**src/rtl/com_tx_sched.sv**
```systemverilog
// com_tx_sched: frame scheduler in front of com_tx.
// - Arbitrates handshake replies, status packets and data packets.
// - Loads btype/ram_init/ram_rlen and runs the fs/fd handshake.
// - Keeps the DATA0/DATA1 toggle and enforces an inter-frame gap.
// Optional feature: define COM_TX_TIMEOUT_EN to bound the SEND state by TIMEOUT cycles.
module com_tx_sched #(
  parameter int unsigned IFG       = 4,
  parameter logic [11:0] LINK_INIT = 12'h000,
  parameter logic [11:0] LINK_LEN  = 12'h004,
  parameter logic [11:0] TYPE_INIT = 12'h010,
  parameter logic [11:0] TYPE_LEN  = 12'h004,
  parameter logic [11:0] TEMP_INIT = 12'h020,
  parameter logic [11:0] TEMP_LEN  = 12'h002,
  parameter logic [11:0] TIMEOUT   = 12'hFFF
) (
  input  logic        clk,
  input  logic        rst,
  input  logic        hs_req,
  input  logic [1:0]  hs_type,
  output logic        hs_ack,
  input  logic [2:0]  st_req,
  output logic [2:0]  st_ack,
  input  logic        dat_req,
  input  logic [11:0] dat_init,
  input  logic [11:0] dat_rlen,
  output logic        dat_ack,
  input  logic        tog_clr,
  output logic        tx_fs,
  input  logic        tx_fd,
  output logic [3:0]  tx_btype,
  output logic [11:0] tx_ram_init,
  output logic [11:0] tx_ram_rlen,
  output logic        busy,
  output logic        done,
  output logic        err
);

  localparam logic [2:0] S_IDLE = 3'd0;
  localparam logic [2:0] S_ARB  = 3'd1;
  localparam logic [2:0] S_LOAD = 3'd2;
  localparam logic [2:0] S_SEND = 3'd3;
  localparam logic [2:0] S_REL  = 3'd4;
  localparam logic [2:0] S_GAP  = 3'd5;

  localparam logic [4:0] IFG_N = 5'(IFG);

  logic [2:0]  state_q, state_d;
  logic [3:0]  btype_q, btype_d;
  logic [11:0] init_q, init_d;
  logic [11:0] rlen_q, rlen_d;
  logic        is_dat_q, is_dat_d;
  logic        tog_q, tog_d;
  logic        done_q, done_d;
  logic [3:0]  gap_q, gap_d;
  logic        gnt_hs, gnt_dat;
  logic [2:0]  gnt_st;
  logic        in_arb, gap_last;

`ifdef COM_TX_TIMEOUT_EN
  logic [11:0] cnt_q, cnt_d;
  logic        err_q, err_d;
`else
  // TIMEOUT only matters when the SEND timeout is compiled in.
  logic unused_timeout;
  assign unused_timeout = ^TIMEOUT;
`endif

  // Handshake type to btype; the reserved code 00 is sent as a NAK.
  function automatic logic [3:0] hs_btype(input logic [1:0] t);
    case (t)
      2'b01:   hs_btype = 4'b0001;
      2'b11:   hs_btype = 4'b0011;
      default: hs_btype = 4'b0010;
    endcase
  endfunction

  // Fixed-priority winner among the live requests: hs > link > type > temp > data.
  always_comb begin
    gnt_hs    = hs_req;
    gnt_st[0] = !hs_req && st_req[0];
    gnt_st[1] = !hs_req && !st_req[0] && st_req[1];
    gnt_st[2] = !hs_req && !st_req[0] && !st_req[1] && st_req[2];
    gnt_dat   = !hs_req && (st_req == 3'b000) && dat_req;
  end

  assign in_arb      = (state_q == S_ARB);
  assign gap_last    = (({1'b0, gap_q} + 5'd1) >= IFG_N);
  assign hs_ack      = in_arb && gnt_hs;
  assign st_ack      = in_arb ? gnt_st : 3'b000;
  assign dat_ack     = in_arb && gnt_dat;
  assign tx_fs       = (state_q == S_SEND);
  assign busy        = (state_q != S_IDLE);
  assign done        = done_q;
  assign tx_btype    = btype_q;
  assign tx_ram_init = init_q;
  assign tx_ram_rlen = rlen_q;
`ifdef COM_TX_TIMEOUT_EN
  assign err         = err_q;
`else
  assign err         = 1'b0;
`endif

  // Next-state logic for the scheduler FSM, frame descriptor and toggle.
  always_comb begin
    state_d  = state_q;
    btype_d  = btype_q;
    init_d   = init_q;
    rlen_d   = rlen_q;
    is_dat_d = is_dat_q;
    tog_d    = tog_q;
    done_d   = 1'b0;
    gap_d    = gap_q;
`ifdef COM_TX_TIMEOUT_EN
    cnt_d    = cnt_q;
    err_d    = 1'b0;
`endif
    case (state_q)
      S_IDLE: begin
        if (hs_req || (st_req != 3'b000) || dat_req) state_d = S_ARB;
      end
      S_ARB: begin
        gap_d   = 4'd0;
        state_d = S_LOAD;
        if (gnt_hs) begin
          btype_d = hs_btype(hs_type); init_d = 12'h000; rlen_d = 12'h000; is_dat_d = 1'b0;
        end else if (gnt_st[0]) begin
          btype_d = 4'b1000; init_d = LINK_INIT; rlen_d = LINK_LEN; is_dat_d = 1'b0;
        end else if (gnt_st[1]) begin
          btype_d = 4'b1001; init_d = TYPE_INIT; rlen_d = TYPE_LEN; is_dat_d = 1'b0;
        end else if (gnt_st[2]) begin
          btype_d = 4'b1010; init_d = TEMP_INIT; rlen_d = TEMP_LEN; is_dat_d = 1'b0;
        end else if (gnt_dat) begin
          // The PID is fixed here; later toggle changes do not affect this frame.
          btype_d  = tog_q ? 4'b1110 : 4'b1101;
          init_d   = dat_init;
          rlen_d   = dat_rlen;
          is_dat_d = 1'b1;
          // An empty data packet is granted but never reaches com_tx.
          if (dat_rlen == 12'h000) state_d = S_GAP;
        end else begin
          // Request vanished before arbitration; nothing to serve.
          state_d = S_IDLE;
        end
      end
      S_LOAD: begin
        state_d = S_SEND;
`ifdef COM_TX_TIMEOUT_EN
        cnt_d   = 12'h000;
`endif
      end
      S_SEND: begin
        if (tx_fd) begin
          done_d  = 1'b1;
          state_d = S_REL;
          if (is_dat_q) tog_d = !tog_q;
        end
`ifdef COM_TX_TIMEOUT_EN
        else if (cnt_q == (TIMEOUT - 12'd1)) begin
          err_d   = 1'b1;
          state_d = S_REL;
        end else begin
          cnt_d = cnt_q + 12'd1;
        end
`endif
      end
      S_REL: begin
        if (!tx_fd) begin
          state_d = S_GAP;
          gap_d   = 4'd0;
        end
      end
      S_GAP: begin
        if (gap_last) state_d = S_IDLE;
        else          gap_d   = gap_q + 4'd1;
      end
      default: state_d = S_IDLE;
    endcase
    // A clear request overrides any flip in the same cycle.
    if (tog_clr) tog_d = 1'b0;
  end

  // State and descriptor registers; reset returns to IDLE with DATA0 pending.
  always_ff @(posedge clk or posedge rst) begin
    if (rst) begin
      state_q  <= S_IDLE;
      btype_q  <= 4'b0000;
      init_q   <= 12'h000;
      rlen_q   <= 12'h000;
      is_dat_q <= 1'b0;
      tog_q    <= 1'b0;
      done_q   <= 1'b0;
      gap_q    <= 4'd0;
`ifdef COM_TX_TIMEOUT_EN
      cnt_q    <= 12'h000;
      err_q    <= 1'b0;
`endif
    end else begin
      state_q  <= state_d;
      btype_q  <= btype_d;
      init_q   <= init_d;
      rlen_q   <= rlen_d;
      is_dat_q <= is_dat_d;
      tog_q    <= tog_d;
      done_q   <= done_d;
      gap_q    <= gap_d;
`ifdef COM_TX_TIMEOUT_EN
      cnt_q    <= cnt_d;
      err_q    <= err_d;
`endif
    end
  end

endmodule

```
**config.mk**
```make
export PLATFORM = sky130hd
export DESIGN_NAME = com_tx_sched
export DESIGN_NICKNAME = d
export VERILOG_FILES = /design/src/rtl/com_tx_sched.sv
export SDC_FILE = /design/constraint.sdc
export NUM_CORES = 1
export LEC_CHECK = 0
export BUFFER_PORTS_ARGS = -buffer_cell sky130_fd_sc_hd__buf_2
export CAP_MARGIN = 20
export CORE_UTILIZATION = 49
export CTS_BUF_LIST = sky130_fd_sc_hd__clkbuf_8
export DETAILED_ROUTE_END_ITERATION = 10
export HOLD_SLACK_MARGIN = 0.02
export PLACE_DENSITY = 0.82
export SYNTH_ARGS = -nofsm -noshare
export SYNTH_HDL_FRONTEND = slang
export SYNTH_SLANG_ARGS = --single-unit
```
**constraint.sdc**
```tcl
create_clock -name clk -period 2.18 [get_ports clk]
set_input_delay 0.436 -clock clk [delete_from_list [all_inputs] [get_ports clk]]
set_output_delay 0.436 -clock clk [all_outputs]
set_load 0.005 [all_outputs]
```
==> results of run 1 <==
## power by group through the flow
stage | Sequential (W) | Clock, W | Combinational (W)
6_report | 0.000929 | 0.000581 | 0.000677
5_1_grt | 0.000949 | 0.000632 | 0.000763
4_1_cts | 0.000926 | 0.000602 | 0.000681
3_5_place_dp | 0.000939 | 0 | 0.000680
3_3_place_gp | 0.000937 | 0 | 0.000665
2_1_floorplan | 0.000916 | 0 | 0.000450
## through the flow
stage	instances	util (%)	power (W)	hold WS [ns]	worst slack, ns
floorplan	157	-	0.001367	0.4673	0.3947
global route	274	69.05	0.002345	0.2614	0.06320
detailed placement	266	65.52	0.001619	0.4623	0.3090
finish	274	69.05	0.002187	0.2321	0.1724
CTS	274	69.05	0.002209	0.2374	0.1630
global placement	266	65.52	0.001602	0.4618	0.3842
## final timing paths
| path | endpoint | start | slack, ns | cells past startpoint |
|---|---|---|---|---|
| setup / recovery | dat_ack | state_q[0] | 0.17 | 4 |
| hold / removal | gap_q[0] | rst | 0.23 | 3 |
| setup reg to reg | state_q[0] | state_q[0] | 0.32 | 6 |
| hold reg to reg | tx_ram_rlen[2] | tx_ram_rlen[2] | 0.48 | 2 |
| max in group asynchronous | state_q[2] | rst | 1.63 | 3 |
| min in group clk | tog_q | tog_clr | 0.31 | 2 |
## flip-flops by register name, indices dropped and copies added, names as in the netlist
name         count
gap_q            4
tx_ram_rlen     12
state_q          3
tog_q            1
tx_ram_init     12
done             1
tx_btype         4
## layer usage
metal	track usage (%)	vias up	wire [um]
met5	0	-	0
met2	35.95	50	1627
met4	7.143	0	53
met1	27.30	686	1745
li1	-	714	-
met3	6.610	5	217
## final cells by class
| type | instances | area (sq um) |
|---|---|---|
| Fill cell | 286 | 975.9 |
| Sequential cell | 37 | 925.9 |
| Multi-Input combinational cell | 101 | 663.1 |
| Timing Repair Buffer | 75 | 387.9 |
| Clock buffer | 5 | 68.82 |
| Tap cell | 44 | 55.05 |
| Clock inverter | 3 | 42.54 |
| Inverter | 9 | 33.78 |
## cells in the final DEF, fill, tap and decap left out, types with 2 or more instances in the layout
master	Yosys	routed
a21o_1	2	2
a21oi_1	11	11
a22o_1	20	20
and3_1	5	5
buf_2	7	70
buf_4	3	5
clkbuf_8	0	5
dfrtp_1	37	37
ha_1	2	2
inv_1	8	9
mux2_2	2	2
nand2_1	11	11
nor2_1	10	10
nor2b_1	2	2
nor3_1	3	3
nor3_2	2	2
nor4_1	5	5
o21ai_0	5	5
o21ai_1	4	4
o41ai_1	2	2
## kinds of logic (layout without fill, tap and decap cells)
group	count (synthesis)	count (layout)	synth area share, %
flip-flops	37	37	55.10
buffers and inverters	19	92	5.435
adder cells (fa/ha/maj)	2	2	1.489
other	1	1	0.2232
AO/OA/AOI/OAI	52	52	22.26
XOR/XNOR	1	1	0.5213
AND/OR/NAND/NOR	42	42	13.03
multiplexers	3	3	1.936
## worst max-delay path: cells and delay by family, from the launching register on
| kind | cells | cell delay [ns] |
|---|---|---|
| flip-flops | 1 | 0.46 |
| buffers and inverters | 2 | 0.24 |
| AND/OR/NAND/NOR | 2 | 0.58 |
==> results.tsv, run 1 <==
metric	value	unit
die_x	60.56	um
swShare	33.36	%
grt.overflow.total	0	
ys_top_cells_by_area	dfrtp_1 (55%), a22o_1 (10%), a21oi_1 (3.3%)	
max_stage_delay	0.46	ns
clock_latency	0.29	ns
fin_crit	2.008	ns
fin_skew	0.003869	ns
synthFlopType	dfrtp_1	
cts_resized	0	
design_area	2177	sq um
yosysWarnings	0	
cellPowerDensity	1004	nW/um^2
synth_edf_count	0	
root_buffer	clkbuf_8	
h-tree-depth	2	
syn_inst	157	
layout.nets	266	
layout-drive-gt1-share	39.13	%
grt_start_max_net_pins	38	
fmax	498.1	MHz
syn_avg_cell_area	10.70	sq um
status	finished clean	
synth.top_cell.area_share	55.10	%
io_buffers	70	
p_seq_share	42.5	%
core	3153	sq um
hold_viol	0	
cp_cell_sequence	inv_2 > nor3_2 > and3_1 > buf_2	
cts_tree	done	
row_count	20	
synth_most_common_cell	dfrtp_1	
yosysTopAreaCell	dfrtp_1	
initial_utilization	53.29	%
cts_max_path_buffers	2	
first_iter_violations	70	
ant_nets	0	
crit_type	register to output pin	
max-cap-violations	0	
cp.arrival	1.57	ns
p_int	0.001457	W
p_leak	1.226	nW
worst-path-max-fanout	8	
viasPerCell	5.310	
first_pass_iters	4	
post_drt_wl_per_cell	13.30	um
seq_area_frac_synth	55.10	%
track_usage	21.71	%
fp.dieH	60.56	um
clock_sinks	37	
postCtsHoldBufs	0	
wl	3643	um
dp_hpwl	2689	um
post-route-drc-count	0	
path_clk_slew	0.07	ns
critPathSlowestCell	dfrtp_1	
setup_violations	0	
hold_class	primary input to async pin	
end_kind	output pin	
synth_nets	194	
timing.final.crit_share	92.09	%
grt_antenna_before_repair	0	
synth_seq_cells	37	
globalplace.congestion	0.8064	
ys_types	35	
setup_tns	0	ns
grt_pass1_wl	5733	um
area_delta_synth_final	29.56	%
rsz0062_at_grt	false	
synthTopCellsByCount	dfrtp_1 (37), a22o_1 (20), a21oi_1 (11), nand2_1 (11), nor2_1 (10)	
ir_drop	504.6	uV
async_flop_share	100.0	%
start_kind	register	
die_area	3668	sq um
worstPathRequired	1.74	ns
post_cts_buffers	0	
p_clk_share	26.6	%
io_pins	72	
comb_power_share	31.0	%
synth_area	1680	sq um
numCtsBuffers	5	
placedInstanceArea	2066	sq um
p_switching	0.0007294	W
n_antenna_cell	0	
vias	1455	
grt_pass1_vias	1316	
maxSlewViolCount	0	
Power figures use the tool's default switching activity.
==> run 2, diff against run 1 <==
- REMOVE_ABC_BUFFERS: not set -> 1
- SLEW_MARGIN: not set -> 10
==> run 2 against run 1 <==
Effect of this change:
- worst setup slack better by 0.076 ns
- clock power about the same
- final cell count unchanged
- clock-buffer cell count unchanged
- register-to-register slack better by 0.04 ns
- sequential power about the same
- wire length up 2.5%
- via count about the same
- die area unchanged
- critical path depth unchanged
- largest cell class unchanged
- fmax up 4.0%
- global-route usage up 1.1 points
==> results.tsv, run 2 (synthesized netlist as in run 1, its figures left out) <==
metric	value	unit	change
status	finished clean		
total_power	0.002202	W	+0.68%
grt.overflow.total	0		unchanged
worst-path-max-fanout	8		unchanged
grt_pass1_wl	6078	um	+6.0%
clock_sinks	37		unchanged
clock_latency	0.29	ns	about the same
initial_utilization	53.29	%	unchanged
swShare	33.22	%	-0.14 points
rsz0062_at_grt	false		
globalplace.congestion	0.7766		-3.7%
core	3153	sq um	unchanged
num-fill-cells	258		-9.8%
ant_nets	0		unchanged
postCtsHoldBufs	0		unchanged
cellPowerDensity	1005	nW/um^2	+0.11%
maxSlewViolCount	0		unchanged
grt_start_max_net_pins	38		unchanged
fin_skew	0.004830	ns	+0.0009616 ns
grt_pass1_vias	1344		+2.1%
mostFrequentLayoutCells	buf_2 (70), dfrtp_1 (37), a22o_1 (20)		
hold_viol	0		unchanged
n_antenna_cell	0		unchanged
timing.hold.ws	0.2385	ns	+0.006326 ns
row_count	20		unchanged
timing.final.crit_share	88.58	%	-3.5 points
path_clk_slew	0.07	ns	about the same
post_cts_buffers	0		unchanged
vias	1456		+0.069%
setup_violations	0		unchanged
layout_commonest_cell	buf_2		
layout.nets	266		unchanged
max-cap-violations	0		unchanged
cts_tree	done		
fin_crit	1.931	ns	-0.07644 ns
cp.arrival	1.50	ns	-0.07 ns
grt_antenna_before_repair	0		unchanged
fp.dieH	60.56	um	unchanged
comb_power_share	31.4	%	+0.4 points
wl	3735	um	+2.5%
post-route-drc-count	0		unchanged
io_pins	72		unchanged
fmax	517.8	MHz	+4.0%
crit_type	register to output pin		
p_leak	1.229	nW	+0.21%
final_cells	274		unchanged
ir_drop	669.2	uV	+33%
cts_max_path_buffers	2		unchanged
place_inst	266		unchanged
die_x	60.56	um	unchanged
worstPathRequired	1.74	ns	about the same
p_seq_share	42.3	%	-0.2 points
p_switching	0.0007313	W	+0.26%
track_usage	22.79	%	+1.1 points
numCtsBuffers	5		unchanged
io_buffers	70		unchanged
end_kind	output pin		
cts_resized	0		unchanged
layout-drive-gt1-share	39.13	%	unchanged
p_int	0.001470	W	+0.89%
start_kind	register		
p_clk_share	26.3	%	-0.3 points
hold_class	primary input to async pin		
die_area	3668	sq um	unchanged
first_pass_iters	4		unchanged
root_buffer	clkbuf_8		
dp_hpwl	2717	um	+1.1%
area_delta_synth_final	30.31	%	
post_drt_wl_per_cell	13.63	um	+2.5%
first_iter_violations	115		+64%
viasPerCell	5.314		about the same
setup_tns	0	ns	unchanged
h-tree-depth	2		unchanged
[run 2: cell counts in the layout (fill, tap and decap cells not counted)]
Identical to the previous run, type by type.
[run 2: worst max-delay path: stages, from the launching register on]
cell and delay, ns:
dfrtp_1 0.48, inv_2 0.12, nor3_2 0.19, and3_1 0.26, buf_2 0.15
[run 2: stage by stage]
stage | instance area (sq um) | util (%) | setup WS (ns)
floorplan | 1623 | - | 0.2542
global placement | 2078 | 65.91 | 0.3266
detailed placement | 2078 | 65.91 | 0.2994
CTS | 2190 | 69.44 | 0.2367
global route | 2190 | 69.44 | 0.1219
finish | 2190 | 69.44 | 0.2489
[run 2: routing by layer]
| layer | global-route usage [%] | vias to the layer above | wire length, um |
|---|---|---|---|
| met2 | 35.95 | 50 | 1691 |
| met5 | 0 | - | 0 |
| met1 | 31.09 | 687 | 1767 |
| li1 | - | 714 | - |
| met4 | 7.792 | 0 | 51 |
| met3 | 5.544 | 5 | 224 |
[run 2: final timing paths]
check                          startpoint              to  slack, ns  cells past startpoint
max                            state_q[0]         dat_ack       0.25                      4
min in group clk                  tog_clr           tog_q       0.30                      2
max reg2reg                      gap_q[0]      state_q[2]       0.36                      6
max in group asynchronous             rst  tx_ram_rlen[2]       1.62                      3
min reg2reg                tx_ram_rlen[2]  tx_ram_rlen[2]       0.48                      2
min                                   rst  tx_ram_init[0]       0.24                      3
[run 2: power groups by stage]
stage,Combinational [W],Sequential (W),Clock [W]
detailed placement,0.000695,0.000942,0
floorplan,0.000395,0.000932,0
global placement,0.000682,0.000940,0
global route,0.000782,0.000951,0.000629
finish,0.000692,0.000931,0.000579
CTS,0.000699,0.000929,0.000587
[run 2: layout make-up]
class	instances	area, sq um	area share (%)
clock buffers	5	68.82	3.143
multi-input cells	101	663.1	30.29
inverters	9	33.78	1.543
clock inverters	3	42.54	1.943
flip-flops and latches	37	925.9	42.29
repair buffers	75	400.4	18.29
well taps	44	55.05	2.514
